$ cat src/rtl/input_debouncer_pkg.sv
// Shared definitions for the KEY/SW input conditioning path: debounce FSM states
// and the default sample counts used by the board-level instances.
package input_debouncer_pkg;

  typedef enum logic [1:0] {
    S_LO    = 2'd0,
    S_LO2HI = 2'd1,
    S_HI    = 2'd2,
    S_HI2LO = 2'd3
  } debounce_state_t;

  // Sample counts at the 1 kHz strobe: 20 ms for push buttons, 10 ms for slide switches.
  localparam int DEBOUNCE_KEY_DEFAULT = 20;
  localparam int DEBOUNCE_SW_DEFAULT  = 10;

endpackage

$ cat src/rtl/input_debouncer_channel.sv
// One input channel: 2-flop synchronizer followed by a debounce FSM that accepts a new
// level after DEBOUNCE_CNT consecutive strobe-qualified samples, with registered edge pulses.
module input_debouncer_channel
  import input_debouncer_pkg::*;
#(
  parameter int DEBOUNCE_CNT = DEBOUNCE_KEY_DEFAULT
) (
  input  logic clk,
  input  logic reset,
  input  logic en,
  input  logic din,
  output logic level,
  output logic pressed_pulse,
  output logic released_pulse
);

  localparam int              CW   = $clog2(DEBOUNCE_CNT + 1);
  localparam logic [CW-1:0]   LAST = CW'(DEBOUNCE_CNT - 1);

  debounce_state_t state;
  logic            sync1;
  logic            sync2;
  logic [CW-1:0]   cnt;

  always_ff @(posedge clk) begin
    if (reset) begin
      sync1          <= 1'b0;
      sync2          <= 1'b0;
      state          <= S_LO;
      cnt            <= '0;
      level          <= 1'b0;
      pressed_pulse  <= 1'b0;
      released_pulse <= 1'b0;
    end else begin
      sync1          <= din;
      sync2          <= sync1;
      pressed_pulse  <= 1'b0;
      released_pulse <= 1'b0;
      unique case (state)
        // The edge that first sees the new value counts as a sample when en is high.
        S_LO: begin
          if (sync2) begin
            if (en && (LAST == '0)) begin
              state         <= S_HI;
              level         <= 1'b1;
              pressed_pulse <= 1'b1;
              cnt           <= '0;
            end else begin
              state <= S_LO2HI;
              cnt   <= en ? CW'(1) : '0;
            end
          end
        end
        S_LO2HI: begin
          if (!sync2) begin
            state <= S_LO;
            cnt   <= '0;
          end else if (en) begin
            if (cnt == LAST) begin
              state         <= S_HI;
              level         <= 1'b1;
              pressed_pulse <= 1'b1;
              cnt           <= '0;
            end else begin
              cnt <= cnt + CW'(1);
            end
          end
        end
        S_HI: begin
          if (!sync2) begin
            if (en && (LAST == '0)) begin
              state          <= S_LO;
              level          <= 1'b0;
              released_pulse <= 1'b1;
              cnt            <= '0;
            end else begin
              state <= S_HI2LO;
              cnt   <= en ? CW'(1) : '0;
            end
          end
        end
        S_HI2LO: begin
          if (sync2) begin
            state <= S_HI;
            cnt   <= '0;
          end else if (en) begin
            if (cnt == LAST) begin
              state          <= S_LO;
              level          <= 1'b0;
              released_pulse <= 1'b1;
              cnt            <= '0;
            end else begin
              cnt <= cnt + CW'(1);
            end
          end
        end
        default: begin
          state <= S_LO;
          cnt   <= '0;
        end
      endcase
    end
  end

endmodule

$ cat src/rtl/input_debouncer.sv
// Conditions raw DE1-SoC KEY/SW pins: polarity normalization then N independent
// synchronize-and-debounce channels producing a clean level and press/release pulses.
module input_debouncer
  import input_debouncer_pkg::*;
#(
  parameter int N            = 4,
  parameter int DEBOUNCE_CNT = DEBOUNCE_KEY_DEFAULT,
  parameter bit ACTIVE_LOW   = 1'b1
) (
  input  logic         clk,
  input  logic         reset,
  input  logic         en,
  input  logic [N-1:0] raw_in,
  output logic [N-1:0] level,
  output logic [N-1:0] pressed_pulse,
  output logic [N-1:0] released_pulse
);

  // After this XOR, 1 always means "asserted" regardless of pin polarity.
  logic [N-1:0] norm;
  assign norm = raw_in ^ {N{ACTIVE_LOW}};

  for (genvar i = 0; i < N; i++) begin : g_ch
    input_debouncer_channel #(
      .DEBOUNCE_CNT(DEBOUNCE_CNT)
    ) u_ch (
      .clk           (clk),
      .reset         (reset),
      .en            (en),
      .din           (norm[i]),
      .level         (level[i]),
      .pressed_pulse (pressed_pulse[i]),
      .released_pulse(released_pulse[i])
    );
  end

endmodule

$ cat config.mk
export PLATFORM = sky130hd
export DESIGN_NAME = input_debouncer
export DESIGN_NICKNAME = d
export VERILOG_FILES = /design/src/rtl/input_debouncer_pkg.sv /design/src/rtl/input_debouncer_channel.sv /design/src/rtl/input_debouncer.sv
export SDC_FILE = /design/constraint.sdc
export NUM_CORES = 1
export LEC_CHECK = 0
export CAP_MARGIN = 20
export CORE_ASPECT_RATIO = 0.75
export CORE_MARGIN = 2
export CORE_UTILIZATION = 40
export DETAILED_ROUTE_END_ITERATION = 7
export PLACE_DENSITY_LB_ADDON = 0.25
export SKIP_CTS_REPAIR_TIMING = 1
export SLEW_MARGIN = 20
export SYNTH_ARGS = -nofsm -noshare
export SYNTH_HDL_FRONTEND = slang
export SYNTH_SLANG_ARGS = --single-unit
$ cat constraint.sdc
create_clock -name clk -period 1.5 [get_ports clk]
set_input_delay 0.3 -clock clk [delete_from_list [all_inputs] [get_ports clk]]
set_output_delay 0.3 -clock clk [all_outputs]
set_load 0.01 [all_outputs]
# Yosys cells after proc, flatten, opt, wreduce, memory -nomap -nowiden
# Cells that the tools add are included.
# Widths: inputs -> output; s select.
# word_totals
ff_bits,48
input_bits,7
word_cells,238
# op_classes
add_sub_neg,4
eq_ne,64
n_mux,101
bitwise_logic,13
reduce_logical,28
# ops
op,count
$mux 5,24
$pmux 5 s4,4
$mux 2,32
$mux 1,33
$ne 2x1->1 const B,16
$ne 2x2->1 const B,16
$pmux 2 s4,4
$reduce_and 7->1,4
$ne 3x3->1 const B,8
$reduce_and 6->1,4
$reduce_or 3->1,8
$add 5x1->5 const B,4
$eq 5x5->1 const B,4
$eq 2x2->1 const B,8
$ne 3x1->1 const B,4
$ne 3x2->1 const B,4
$not 1->1,12
$eq 2x1->1 const B,4
$logic_not 2->1,4
$pmux 1 s2,4
$reduce_and 2->1,4
$reduce_bool 2->1,4
$not 4->4,1

# Depth between registers and ports, before layout
# logic_depth
depth_word,5
ltp_mapped,6
ltp_nobuf,5

# By module
# From an unflattened synthesis, not the netlist that was laid out.
# hier_totals
cells_unflattened,252
area_unflattened_um2,2567.5
# modules_own_cells
module,n_inst,cells_each,area_per_inst_um2,seq_area_each_um2
input_debouncer_channel,4,62,638.1,240.2
input_debouncer,1,4,15.0,0.0

# Least setup slack after synthesis
# No wires, ideal clock.
# synth_path
kind,register to register
start,register g_ch[2].u_ch.cnt[0]
end,register g_ch[2].u_ch.level
setup_ns,0.060
arrival_time_ns,1.324
t_required_ns,1.440
setup_slack_ns,0.116
path_stages_with_launch,6
path_buffers,0
period_less_slack_ns,1.384
path_cell_list,dfxtp_1 -> ha_1 -> and3b_1 -> nand3_1 -> nor4b_1 -> a311o_1
# synth_via
elab_chain_len,3
elab_cells_between_ends,4
classes_between,eq/ne (3); reduce/logical (1)
# synth_lines
item,line,rtl
from (decl),input_debouncer_channel.sv:23,logic [CW-1:0] cnt;
from (signal assigned),input_debouncer_channel.sv:50,cnt <= en ? CW'(1) : '0;
from (signal assigned),input_debouncer_channel.sv:65,cnt <= cnt + CW'(1);
from (signal assigned),input_debouncer_channel.sv:78,cnt <= en ? CW'(1) : '0;
$eq 5x5->1 *,"input_debouncer_channel.sv:59, input_debouncer_channel.sv:87",
$ne 2x1->1 (no line),-,
$reduce_and 7->1 (no line) *,-,
to (signal assigned),input_debouncer_channel.sv:61,level <= 1'b1;
to (signal assigned),input_debouncer_channel.sv:73,level <= 1'b0;
to (signal assigned),input_debouncer_channel.sv:89,level <= 1'b0;
to (decl),input_debouncer_channel.sv:12,"output logic level,"
# Every way passes the cells marked *; elsewhere a longest branch is shown, timed or not.
# A chain may end at the register's enable or synchronous reset.

# Worst setup path after layout
# layout_path
start,register g_ch[1].u_ch.released_pulse
end,output port released_pulse[1]
# layout_rtl
item,line,rtl
from (decl),input_debouncer_channel.sv:14,output logic released_pulse
from (signal assigned),input_debouncer_channel.sv:33,released_pulse <= 1'b0;
from (signal assigned),input_debouncer_channel.sv:38,released_pulse <= 1'b0;
from (signal assigned),input_debouncer_channel.sv:74,released_pulse <= 1'b1;
to (decl),input_debouncer.sv:16,output logic [N-1:0] released_pulse
# No word-level cell between the ends.

==> reports/qor.yml <==
outcome: "completed"
yosysSeqAreaShare_pct: 41.03
ys.flop_type: "dfxtp_1"
clock_sinks: 48
finClkSkew_ps: 10.61
routed_wl_um: 4735
die_h_um: 70.27
netlist.area_leader.share_pct: 41.03
wl_per_cell_um: 13.01
max_freq_mhz: 688.7
finalHoldViolCount: 0
ir_drop_mv: 0.5826
setup.worst_path.class: "reg2out"
tightestPinTransition_ps: 494.5
cts-root-buf: "clkbuf_8"
synth_cell_types: 53
gr-total-overflow: 0
diodes: 0
clkLatencyLatePin_ps: 300
start_util_pct: 40.84
cp.arrival_ps: 1150
synth_seq_cells: 48
syn2layout_area_growth_pct: 23.02
drive_gt1_share_pct: 18.88
antenna_found_initial: 0
syn_area_per_cell_um2: 9.185
num_rows: 24
finalSetupViolations: 0
drt_first_iter_violations: 86
dieArea_um2: 6490
path_clk_slew_ps: 90
synth_edf_count: 0
clk_path_buf_depth: 2
worstSetupStartpointType: "register"
gp_congestion: 0.8084
hp-class: "in2reg"
report.power.total_mw: 2.442
ys_warn_count: 0
nNetsFinal: 296
cp-end-kind: "output pin"
grt_usage_pct: 15.51
grt_start_max_net_pins: 16
async_reset_ff_share_pct: 0
cp.buffers_inverters: 1
pin_count: 19
p_leak_nw: 1.148
netlist_area_um2: 2342
relSlewSlack_pct: 66.80
htree_levels: 2
p_per_area_nw_per_um2: 847.6
cp_max_fo: 1
port_buffers: 18
cts_tree: "yes"
num_vias: 1898
cp.required_ps: 1200
ant_nets: 0
slowest_stage: "clkdlybuf4s50_1"
cts_made_buffers: 5
core_um2: 5736
netlist_instances: 255
syn_nets: 266
die_w_um: 92.36
layout_min_cycle_time_ps: 1452
drv_slew: 0
crit_family: "buffers and inverters"
period_share_pct: 96.80
finalSetupTns_ps: 0
dpl.hpwl_um: 3276
maxCapViolCount: 0
cpPeakStageDelay_ps: 520
grt_pass1_vias: 1764
drc: 0
first_pass_iters: 4
synth.area.top_cells: "dfxtp_1 41%, buf_4 3.8%, mux2i_1 3.4%"
grt_pass1_wl_um: 8211
yosys.area.top_type: "dfxtp_1"
path_cells: "clkdlybuf4s50_1"
viasPerCell: 5.214
==> worst paths after layout <==
check | from | end | slack, ps | cells after the start
setup / recovery | g_ch[1].u_ch.released_pulse | released_pulse[1] | 50 | 1
hold reg to reg | g_ch[1].u_ch.sync1 | g_ch[1].u_ch.sync2 | 440 | 1
setup reg to reg | g_ch[1].u_ch.cnt[1] | g_ch[1].u_ch.cnt[0] | 80 | 5
hold / removal | en | g_ch[3].u_ch.cnt[2] | 400 | 3
==> kinds of logic after synthesis <==
logic type | share of synthesized area (%)
muxes | 4.380
AOI/OAI and AO/OA | 14.10
adders and majority gates | 2.137
and+or+nand+nor | 26.66
buffers and inverters | 7.639
DFF | 41.03
xor gates and xnor gates | 4.060
==> metal layers <==
| metal | part of all wire, % | track usage, % | wire [um] | vias up |
|---|---|---|---|---|
| li1 | - | - | - | 979 |
| met4 | 1.2 | 4.809 | 57 | 0 |
| met5 | 0 | 0 | 0 | - |
| met1 | 54 | 23.43 | 2547 | 882 |
| met2 | 41 | 21.57 | 1940 | 31 |
| met3 | 4.0 | 3.776 | 189 | 6 |
==> per-stage QoR <==
step	instance area [um^2]	hold WS (ps)	utilization, %	std cells	setup slack [ps]
after global routing	2882	429.1	50.24	364	-53.17
after CTS	2810	439.4	49.00	364	-168.1
after floorplan	2342	366.7	-	255	115.9
after detailed placement	2689	427.8	46.88	356	-470.8
final	2882	399.8	50.24	364	47.99
after global placement	2689	423.5	46.88	356	-424.6
==> power breakdown <==
part	switching (mW)	leakage (nW)	internal, mW
clock network	0.433	0.0614	0.545
logic	0.0727	0.697	0.0784
registers	0.0213	0.389	1.29
==> cell usage after synthesis, types with 3 or more instances <==
cell       count
nand4b_1       4
and2_1         3
inv_1          6
nor4b_1        7
nand3b_1       9
o31ai_1        4
o21ai_0       11
mux2i_1        8
and3b_1        3
a31oi_1        4
a41oi_1        3
clkbuf_1       9
dfxtp_1       48
nand2_1       14
xor2_1         3
nor3_1         6
nand4_1        8
nor2b_1        9
buf_4         12
nand3_1        9
nand2b_1       3
a2bb2oi_1      3
xnor2_1        6
nor2_1        12
ha_1           4
a21oi_1       10
==> sequential cells by signal, summed over array words and instances, names as in the netlist, named ones only <==
signal                    count
g_ch.u_ch.cnt                20
g_ch.u_ch.sync1               4
g_ch.u_ch.level               4
g_ch.u_ch.state               4
g_ch.u_ch.sync2               4
g_ch.u_ch.pressed_pulse       4
g_ch.u_ch.released_pulse      4
==> cell usage in the layout, fill, tap and decap left out, types with 3 or more instances in the layout <==
cell type and instances:
buf_4 30, a41oi_1 3, nand4b_1 4, o21ai_0 11, clkbuf_8 6, nor4b_1 4, nor3_1 6, mux2i_1 8
nand2b_1 3, nand2_1 14, xor2_1 3, nand4_1 8, a2bb2oi_1 3, nor2_1 12, nand3b_1 9, o31ai_1 4
nand3_1 7, and3b_1 3, dlymetal6s2s_1 6, xnor2_1 6, ha_1 3, dfxtp_1 47, a31oi_1 4, inv_1 6
clkdlybuf4s50_1 12, nor2b_1 9, and2_1 3, a21oi_1 10
==> area by class of cell <==
cell class,instances,area [um^2]
clock buffers,6,82.58
well taps,78,97.59
inverters,6,22.52
multi-input cells,176,1257
flip-flops and latches,48,962.2
fillers,549,2854
repair buffers,48,420.4
clock inverters,2,38.79
Note: power is estimated with default switching activity, not from simulation.
